==> src/rtl/mux_pkg.sv <==
`default_nettype none
// ============================================================================
//  Module   : mux_pkg
//  Purpose  : Shared types and constants for the 4-to-1 round-robin gathering
//             mux (channel count, channel-index type, output-stage states).
//  Revision : 1.0  initial release
// ============================================================================
package mux_pkg;

    // Number of source channels merged onto the output link
    localparam int NCH = 4;

    // Channel index carried alongside every output word
    typedef logic [1:0] sel_t;

    // Output-stage state: the single output slot is either empty or holding a word
    typedef logic [0:0] state_t;
    localparam state_t EMPTY = 1'b0;
    localparam state_t FULL  = 1'b1;

endpackage : mux_pkg
`default_nettype wire

==> src/rtl/rr_arb4.sv <==
`default_nettype none
// ============================================================================
//  Module   : rr_arb4
//  Purpose  : Combinational 4-way round-robin grant search. Picks the first
//             requesting channel starting at ptr and wrapping modulo 4.
//  Revision : 1.0  initial release
// ============================================================================
module rr_arb4
    import mux_pkg::*;
(
    input  logic [NCH-1:0] req,
    input  sel_t           ptr,
    output sel_t           gnt_idx,
    output logic           any
);

    sel_t w_idx;

    // Scan from the farthest candidate back to ptr so the closest requester wins
    always_comb begin
        gnt_idx = ptr;
        w_idx   = ptr;
        for (int k = NCH - 1; k >= 0; k--) begin
            w_idx = ptr + sel_t'(k);
            if (req[w_idx]) begin
                gnt_idx = w_idx;
            end
        end
    end

    assign any = |req;

endmodule : rr_arb4
`default_nettype wire

==> src/rtl/mux_4a1_rr_n.sv <==
`default_nettype none
// ============================================================================
//  Module   : mux_4a1_rr_n
//  Purpose  : Merges four N-bit valid/ready source channels onto one
//             registered output stream, round-robin arbitrated, tagging each
//             word with the index of the channel that produced it.
//  Options  : MUX_PARITY_EN - adds registered even-parity output y_par.
//  Revision : 1.0  initial release
// ============================================================================
module mux_4a1_rr_n
    import mux_pkg::*;
#(
    parameter int N = 4
)
(
    input  logic         clk,
    input  logic         rst_n,
    input  logic [N-1:0] x0,
    input  logic [N-1:0] x1,
    input  logic [N-1:0] x2,
    input  logic [N-1:0] x3,
    input  logic         v0,
    input  logic         v1,
    input  logic         v2,
    input  logic         v3,
    output logic         r0,
    output logic         r1,
    output logic         r2,
    output logic         r3,
    output logic [N-1:0] y,
    output sel_t         y_sel,
    output logic         y_valid,
    input  logic         y_ready
`ifdef MUX_PARITY_EN
    ,
    output logic         y_par
`endif
);

    state_t       r_state;
    logic [N-1:0] r_y;
    sel_t         r_sel;
    sel_t         r_ptr;

    logic [NCH-1:0] w_req;
    sel_t           w_gnt;
    logic           w_any;
    logic           w_slot_free;
    logic           w_load;
    logic [N-1:0]   w_xg;

    assign w_req = {v3, v2, v1, v0};

    rr_arb4 u_arb (
        .req     (w_req),
        .ptr     (r_ptr),
        .gnt_idx (w_gnt),
        .any     (w_any)
    );

    // The slot accepts a word when empty or when its current word leaves this cycle
    assign w_slot_free = (r_state == EMPTY) || y_ready;
    assign w_load      = w_slot_free && w_any;

    assign r0 = w_load && (w_gnt == 2'd0);
    assign r1 = w_load && (w_gnt == 2'd1);
    assign r2 = w_load && (w_gnt == 2'd2);
    assign r3 = w_load && (w_gnt == 2'd3);

    // Select the granted channel's data for loading into the output register
    always_comb begin
        w_xg = x0;
        case (w_gnt)
            2'd0:    w_xg = x0;
            2'd1:    w_xg = x1;
            2'd2:    w_xg = x2;
            default: w_xg = x3;
        endcase
    end

    // Output slot, index tag and rotating pointer; a drain leaves y/y_sel untouched
    always_ff @(posedge clk or negedge rst_n) begin
        if (!rst_n) begin
            r_state <= EMPTY;
            r_y     <= '0;
            r_sel   <= '0;
            r_ptr   <= '0;
        end else if (w_load) begin
            r_state <= FULL;
            r_y     <= w_xg;
            r_sel   <= w_gnt;
            r_ptr   <= w_gnt + 2'd1;
        end else if ((r_state == FULL) && y_ready) begin
            r_state <= EMPTY;
        end
    end

    assign y       = r_y;
    assign y_sel   = r_sel;
    assign y_valid = (r_state == FULL);

`ifdef MUX_PARITY_EN
    logic r_par;

    // Even parity of the word being loaded, held alongside y
    always_ff @(posedge clk or negedge rst_n) begin
        if (!rst_n) begin
            r_par <= 1'b0;
        end else if (w_load) begin
            r_par <= ^w_xg;
        end
    end

    assign y_par = r_par;
`endif

endmodule : mux_4a1_rr_n
`default_nettype wire

==> config.mk <==
export PLATFORM = sky130hd
export DESIGN_NAME = mux_4a1_rr_n
export DESIGN_NICKNAME = d
export VERILOG_FILES = /design/src/rtl/mux_pkg.sv /design/src/rtl/rr_arb4.sv /design/src/rtl/mux_4a1_rr_n.sv
export SDC_FILE = /design/constraint.sdc
export NUM_CORES = 1
export LEC_CHECK = 0
export ABC_AREA = 1
export BUFFER_PORTS_ARGS = -buffer_cell sky130_fd_sc_hd__buf_2
export CAP_MARGIN = 10
export CORE_MARGIN = 3
export CORE_UTILIZATION = 46
export CTS_BUF_LIST = sky130_fd_sc_hd__clkbuf_16
export CTS_CLUSTER_DIAMETER = 30
export DETAILED_ROUTE_END_ITERATION = 12
export PLACE_DENSITY = 0.78
export SLEW_MARGIN = 30
export SYNTH_ARGS = -nofsm -noshare
export SYNTH_HDL_FRONTEND = slang
export SYNTH_SLANG_ARGS = --single-unit
==> constraint.sdc <==
create_clock -name clk -period 2.3 [get_ports clk]
set_input_delay 0.345 -clock clk [delete_from_list [all_inputs] [get_ports clk]]
set_output_delay 0.345 -clock clk [all_outputs]
set_load 0.02 [all_outputs]
# ---- Word-level counts from Yosys, hierarchy flattened
# Cells that the tools add are included.
dict set report classes {
  n_eq_ne 3
  n_addsub 4
  n_reduce_logical 10
  magnitude_cmp 4
  bitwise_logic 1
  muxes 15
}
# cell count
set ops {}
lappend ops {{< comparator 2 x 3 -> 1 bit (second input constant)} 4}
lappend ops {{one-hot mux 4 bit (3 select lines)} 1}
lappend ops {{binary-select mux 1 bit (select 2 bit)} 4}
lappend ops {{two-way mux 2 bit} 4}
lappend ops {{logical AND 1 bit} 6}
lappend ops {{two-way mux 1 bit} 6}
lappend ops {{adder 2 x 1 -> 2 bit (second input constant)} 2}
lappend ops {{adder 2 bit (second input constant)} 2}
lappend ops {{equality test 2 bit (second input constant)} 2}
lappend ops {{OR reduction 4 bit} 1}
lappend ops {{equality test 2 x 1 -> 1 bit (second input constant)} 1}
lappend ops {{logical NOT 2 bit} 1}
lappend ops {{nonzero test 2 bit} 1}
lappend ops {{logical OR 1 bit} 1}
lappend ops {{NOT 1 bit} 1}
dict set report totals {
  reg_bits 9
  out_inout_bits 11
  wordCells 41
  inputBits 23
}

# ---- Longest topological paths before layout
# Gate-level depths: netlist (run 1).
dict set report depth {
  depth_word 9
  mapped_depth 16
  ltp_nobuf 16
}

# ---- Cells and area by module
# From an unflattened synthesis (run 1), not the netlist that was laid out.
dict set report unflattened {
  hier_cells 134
  hier_area_um2 804.5
}
# mod n_inst cells_each area_each_um2 seq_area_each_um2
set modules_own_cells {}
lappend modules_own_cells {mux_4a1_rr_n 1 84 586.8 225.2}
lappend modules_own_cells {rr_arb4 1 50 217.7 0.0}

# ---- Least setup slack after synthesis (run 1)
# No wires, ideal clock.
dict set report synth_path {
  path_kind {register -> output}
  startpoint {reg r_ptr[0]}
  endpoint {out r2}
  required_ns 1.955
  arrival_ns 1.698
  n_path_buf 1
  path_stages_with_launch 12
  path_slack_ns 0.257
  cell_sequence {dfrtp_1 buf_6 nand2_1 nand2_1 o21ai_0 inv_1 nand3_1 nand2_2 inv_1 ha_1 inv_1 nor2_1}
}
dict set report synth_via {
  elab_chain_cells 9
  word_cells_on_any_way 17
  cone_classes {add/sub (3); eq/ne (1); mux (12); reduce/logical (1)}
}
# item line
set synth_rtl {}
lappend synth_rtl {{from (decl)} mux_4a1_rr_n.sv:43} ;# sel_t r_ptr;
lappend synth_rtl {{from (signal assigned)} mux_4a1_rr_n.sv:92} ;# r_ptr <= w_gnt + 2'd1;
lappend synth_rtl {{adder 2 bit} rr_arb4.sv:24} ;# w_idx = ptr + sel_t'(k);
lappend synth_rtl {{binary-select mux 1 bit (select 2 bit)} rr_arb4.sv:25} ;# if (req[w_idx]) begin
lappend synth_rtl {{two-way mux 1 bit (not written as such)} rr_arb4.sv:25}
lappend synth_rtl {{two-way mux 2 bit (3 in a row)} rr_arb4.sv:25}
lappend synth_rtl {{two-way mux 2 bit *} rr_arb4.sv:25}
lappend synth_rtl {{named net u_arb.gnt_idx[0]} rr_arb4.sv:13} ;# output sel_t gnt_idx,
lappend synth_rtl {{equality test 2 bit *} mux_4a1_rr_n.sv:67} ;# assign r2 = w_load && (w_gnt == 2'd2);
lappend synth_rtl {{logical AND 1 bit *} mux_4a1_rr_n.sv:67}
lappend synth_rtl {{to (decl)} mux_4a1_rr_n.sv:28} ;# output logic r2,
# Mark *: on every way through the listed nets, which the timed path passes. The rest lies on a longest branch. The select of a mux whose other input is x is not followed.

# ---- Worst setup path in the final report (run 1)
dict set report layout_path {
  startpoint {reg r_ptr[1]}
  endpoint {out r2}
}
# The elaborated chain is that of the path after synthesis.

==> results of run 1 <==
==> routing by layer <==
| metal | GRT usage | up-vias | part of all wire |
|---|---|---|---|
| met5 | 0 | - | 0 |
| met4 | 0.1326 | 0 | 0.036 |
| met3 | 0.04215 | 14 | 0.043 |
| met2 | 0.5068 | 59 | 0.54 |
| met1 | 0.2685 | 535 | 0.39 |
| li1 | - | 494 | - |
==> state kept, by name (all words and copies together) (netlist names) <==
signal   cells
y_sel        2
y            4
r_ptr        2
y_valid      1
==> worst max-delay path, delay by kind of cell, from the launching register on <==
family	cells	cell delay (ns)
AND/OR/NAND/NOR	10	0.79
buffers and inverters	4	0.42
flip-flops	1	0.46
adder cells (fa/ha/maj)	1	0.14
==> cells by family after synthesis <==
kind of cell | count (synthesis)
flip-flops | 9
buffers and inverters | 20
AO/OA/AOI/OAI | 14
adder cells (fa/ha/maj) | 5
AND/OR/NAND/NOR | 73
==> synth_stat cells <==
master     n
o21ai_2    1
o211ai_1   4
inv_1     16
nor2_1     5
a21oi_2    1
inv_2      2
nand2_1   48
nand3_1   10
a21oi_1    5
buf_6      1
ha_1       5
o21ai_0    3
buf_4      1
nand2_2    9
nor4_2     1
dfrtp_1    9
==> worst max-delay path by stage <==
stage,slack (ns),to,depth (start not counted)
floorplan,0.26,r2,11
global placement,0.07,r2,12
detailed placement,0.005,r0,12
CTS,0.002,r0,15
global route,-0.24,r2,15
finish,-0.11,r2,15
==> placed cells by master (no fill, tap or decap), drive strengths merged <==
cell and count:
nand2 57, buf 54, inv 19, nand3 10, dfrtp 9, a21oi 6, ha 5, nor2 5
o211ai 4, o21ai 4, clkbuf 3, nor4 1, dlygate4sd3 1
==> power groups by stage <==
stage	logic, mW	clock network, mW	registers [mW]
finish	2.37	0.313	0.314
global route	2.54	0.315	0.319
CTS	1.77	0.308	0.298
detailed placement	1.19	0	0.290
global placement	1.15	0	0.288
floorplan	0.846	0	0.339
==> area by class of cell <==
class,instances,area [um2],area share
Clock buffer,3,75.07,0.05272
Clock inverter,1,3.754,0.002636
Inverter,18,75.07,0.05272
Multi-Input combinational cell,92,656.9,0.4613
Sequential cell,9,227.7,0.1599
Tap cell,16,20.02,0.01406
Timing Repair Buffer,55,365.4,0.2566
==> timing repair <==
item	in CTS	in global routing
setup buffers	10	10
pin swaps	15	21
gates resized for setup	43	26
setup endpoints to repair	4	8
hold endpoints to repair	9	0
hold buffers	1	0
==> metrics.txt, run 1 <==
IO buf count 33; CTS sink count 9; Area contributors post-synth dfrtp_1, nand2_1, ha_1, inv_1, nand2_2; mux cell area share after synthesis 0; reg2reg start r_ptr[1]; TritonCTS clock tree done; Worst R2R Path Depth 17; switch share 0.4994; Tmin final 2.406 ns; fin util 0.9133; Root Buffer clkbuf_16; final slew viol count 0; Switch Pwr 1.497 mW; number of core rows 14; post-synth cell types 16; endpoints failing hold 0; global-route wire length before repair approximately 4.1 mm; outcome complete, but fails checks; number of buffers created by CTS 3; Setup crit start kind register; Vias/cell about 5.7; vias in the first global route just under 1k; final setup fails 6; final worst slack -0.1064 ns; Fmax 415.6 MHz; Hold Crit Class primary input to register; xor and xnor area share after synthesis 0; Slowest-stage cell, CP dfrtp_2; Die Width between 40 and 50 um; largest family of logic cells by synthesized area simple AND/OR/NAND/NOR gates; setup TNS -0.3469 ns; Worst Path Arrival 2.06 ns; Final #Nets ~210; # fillers slightly below 70; worst slew pin tran just under 0.5 ns; Seq pwr share 0.105; core area ~1600 um2; Area growth, synth to finish 82.66%; final wirelength ~3.5 mm; Worst Skew 0.001243 ns; clock-pin transition on the worst setup and hold timing paths ~0.04 ns; Hold Path Stages 3; post-synthesis register bit count 9; gpl congestion ~0.73; Post-Synthesis Cells around 120; total power between 2 and 3 mW; max-cap viol count 0; Critical Path Most Common Cell nand2_4; critical path class register to primary output; drt drc 0; Initial Util 0.5000; WP data required between 1.5 and 2 ns; pwr dens between 2000 and 2500 nW/um2; CP max stage delay roughly 0.46 ns; DP Wirelength around 1.6 mm; crit path max fanout 5; later-pin clock latency in the skew report approximately 0.24 ns; Worst VDD drop about 1.5 mV; hold wc startpoint v1; Die Footprint 2225 um2; post-synthesis net count around 150; Ys Warns 0; final hold slack around 0.35 ns; number of iterations in the first detailed-routing pass 4; IO Count 34; Worst setup EP type primary output; clock network power share 0.104; DR iter-0 viols 31; Post-Synth Adder-Cell Area 0.08026; grt ovf 0; cell leakage power approximately 0.76 nW; Cells after DPL approximately 170; CTS H-Tree Depth 1; worst-path cell chain inv_2 > nand2_2 > nand2_4 > nand2_2 > nand2_2 > nand2_2 > nand2_4 > nand2_4 > nand2_4 > nand2_4 > inv_4 > ha_4 > inv_1 > nor2_1 > buf_4; Avg WL per Cell between 15 and 20 um; R2R Setup Slk -0.02 ns; Compound-Gate Fraction of Synth Area 0.1124; area share of the largest cell type after synthesis 0.2889; hold worst-path end y_valid; post-route ant nets 0; cell taking the most area after synthesis dfrtp_1; Critical Path Start r_ptr[1]; Cell Count, Final, Fillers Out ~190; unrepaired setup endpoints after global routing yes; worst-case clock buffer depth 2; largest net degree at the start of global routing 14; Total GRT Usage 0.2634; internal power 1.500 mW; antenna violations before repair 0; simple logic cell fraction of the synthesized area 0.4077; Place WS ~0.0055 ns; final instance area between 1000 and 1500 um2; Die Y approximately 47 um; Antenna Cells 0; Mean Syn Cell Area ~6.4 um2; combinational share of power 0.791; Worst R2R End y[3]; Mapped Area between 700 and 800 um2; Max transition margin 0.6688; placed inst area between 900 and 1000 um2; share of cells above drive strength 1 0.6236; Final period util 1.046; vias post-DR between 1k and 1.5k; failing checks setup timing; post-synthesis sequential area ratio 0.2889
Note: power is estimated with default switching activity, not from simulation.
==> run 2, diff against run 1 <==
- CELL_PAD_IN_SITES_DETAIL_PLACEMENT: unset -> 2
- CELL_PAD_IN_SITES_GLOBAL_PLACEMENT: unset -> 2
- CORE_UTILIZATION: 46 -> 23
- PLACE_DENSITY: 0.78 -> unset
- PLACE_DENSITY_LB_ADDON: unset -> 0.1
==> run 2 against run 1 <==
The flow still finishes with violations (setup timing). Clock power fell by 3%. Sequential share of layout area rose by 0.071 points. Final area down 0.44%. First-iteration DRC count shrank 26%. Die area rose by 85%.
==> metrics.txt, run 2 (synthesis gave the netlist of run 1 again) <==
IO buf count 33; Critical Path Most Common Cell nand2_2; final wirelength approximately 3.4 mm; DP Wirelength between 2 and 2.5 mm; antenna violations before repair 0; max reg flops 4; placed inst area 1011 um2; CP max stage delay 0.44 ns; Antenna Cells 0; Avg WL per Cell about 16 um; final setup fails 4; Setup crit start kind register; fin util 0.4496; final instance area around 1400 um2; Total GRT Usage 0.1642; Final period util 1.017; endpoints failing hold 0; final hold slack about 0.34 ns; Root Buffer clkbuf_16; Switch Pwr 1.419 mW; number of core rows 20; combinational share of power 0.785; Cells after DPL 200; Fmax 427.5 MHz; Final #Nets 200; max-cap viol count 0; crit path max fanout 4; Cell Count, Final, Fillers Out ~220; most common cell after layout, fill and taps aside nand2_1; total power 2.817 mW; final slew viol count 0; gpl congestion 0.7550; Worst Path Arrival approximately 2.0 ns; hold wc startpoint v1; Initial Util 0.2472; global-route wire length before repair 5.347 mm; # fillers 381; CTS sink count 9; worst slew pin tran around 0.42 ns; Worst Skew approximately 0.0031 ns; internal power ~1.4 mW; Die Footprint just over 4000 um2; grt ovf 0; Die Y 64.22 um; Area growth, synth to finish 81.86%; Hold Path Stages 3; number of buffers created by CTS 3; core area ~3200 um2; later-pin clock latency in the skew report approximately 0.23 ns; Worst VDD drop 0.6361 mV; TritonCTS clock tree done; Seq pwr share 0.107; Worst setup EP type primary output; failing checks setup timing; Slowest-stage cell, CP dfrtp_2; worst-case clock buffer depth 2; clock network power share 0.108; vias in the first global route approximately 1.1k; Tmin final ~2.3 ns; setup TNS -0.1308 ns; IO Count 34; DR iter-0 viols 23; Die Width between 60 and 70 um; Vias/cell ~4.5; post-route ant nets 0; pwr dens 1987 nW/um2; cell leakage power between 0.7 and 0.8 nW; critical path class register to primary output; Worst R2R Path Depth 16; Place WS around 0.017 ns; share of cells above drive strength 1 0.6199; final worst slack -0.03914 ns; switch share 0.5037; Critical Path Start r_ptr[0]; worst-path cell chain buf_6 > o21ai_4 > nand2_2 > nand2_2 > nand2_2 > nand2_4 > nand2_2 > nand2_2 > nand2_4 > inv_4 > ha_4 > inv_2 > nor2_4 > buf_6; number of iterations in the first detailed-routing pass 2; CTS H-Tree Depth 1; Hold Crit Class primary input to register; outcome complete, but fails checks; Max transition margin 0.7188; largest net degree at the start of global routing 14; WP data required about 2.0 ns; commonest cells after routing, fill and taps aside nand2_1, buf_2, nand2_2; clock-pin transition on the worst setup and hold timing paths around 0.040 ns; vias post-DR roughly 1000; drt drc 0; unrepaired setup endpoints after global routing yes; reg2reg start r_ptr[0]
==> run 2: area by class of cell <==
type                    instances  area (um2)  area share
well taps                      44       55.05     0.03883
clock buffers                   3       75.07     0.05296
inverters                      18       75.07     0.05296
flip-flops and latches          9       227.7      0.1606
repair buffers                 48       309.0      0.2180
multi-input cells              92       671.9      0.4740
clock inverters                 1       3.754    0.002648
==> run 2: timing repair <==
action | in CTS | in global routing
pin swaps | 4 | 32
hold buffers | 1 | 0
hold endpoints to repair | 9 | 0
resized for setup | 30 | 42
endpoints found under the setup margin | 4 | 8
setup buffers | 5 | 7
==> run 2: worst paths after layout <==
path | endpoint | slack (ns)
hold reg to reg | y[3] | 0.47
max in group asynchronous | r_ptr[1] | 1.61
hold / removal | y_valid | 0.34
min in group asynchronous | y_sel[1] | 0.49
setup reg to reg | y[1] | 0.02
setup / recovery | r2 | -0.04
==> run 2: power groups by stage <==
stage / combinational, mW / clock [mW] / sequential [mW]
floorplan: 0.846 / 0 / 0.339
global placement: 1.29 / 0 / 0.285
detailed placement: 1.34 / 0 / 0.293
CTS: 1.74 / 0.315 / 0.290
global route: 2.43 / 0.322 / 0.313
finish: 2.21 / 0.304 / 0.302
==> run 2: worst max-delay path: cells and delay by family (launching register included) <==
| family | cells | cell delay, ns |
|---|---|---|
| AO/OA/AOI/OAI | 1 | 0.18 |
| flip-flops | 1 | 0.44 |
| AND/OR/NAND/NOR | 8 | 0.62 |
| buffers and inverters | 4 | 0.38 |
| adder cells (fa/ha/maj) | 1 | 0.13 |
==> run 2: metal layers <==
layer / GRT usage / vias up / share of wire
met5: 0 / - / 0
met4: 0.03958 / 0 / 0.0035
met3: 0.01933 / 2 / 0.021
met2: 0.3148 / 18 / 0.56
met1: 0.1906 / 481 / 0.42
li1: - / 477 / -
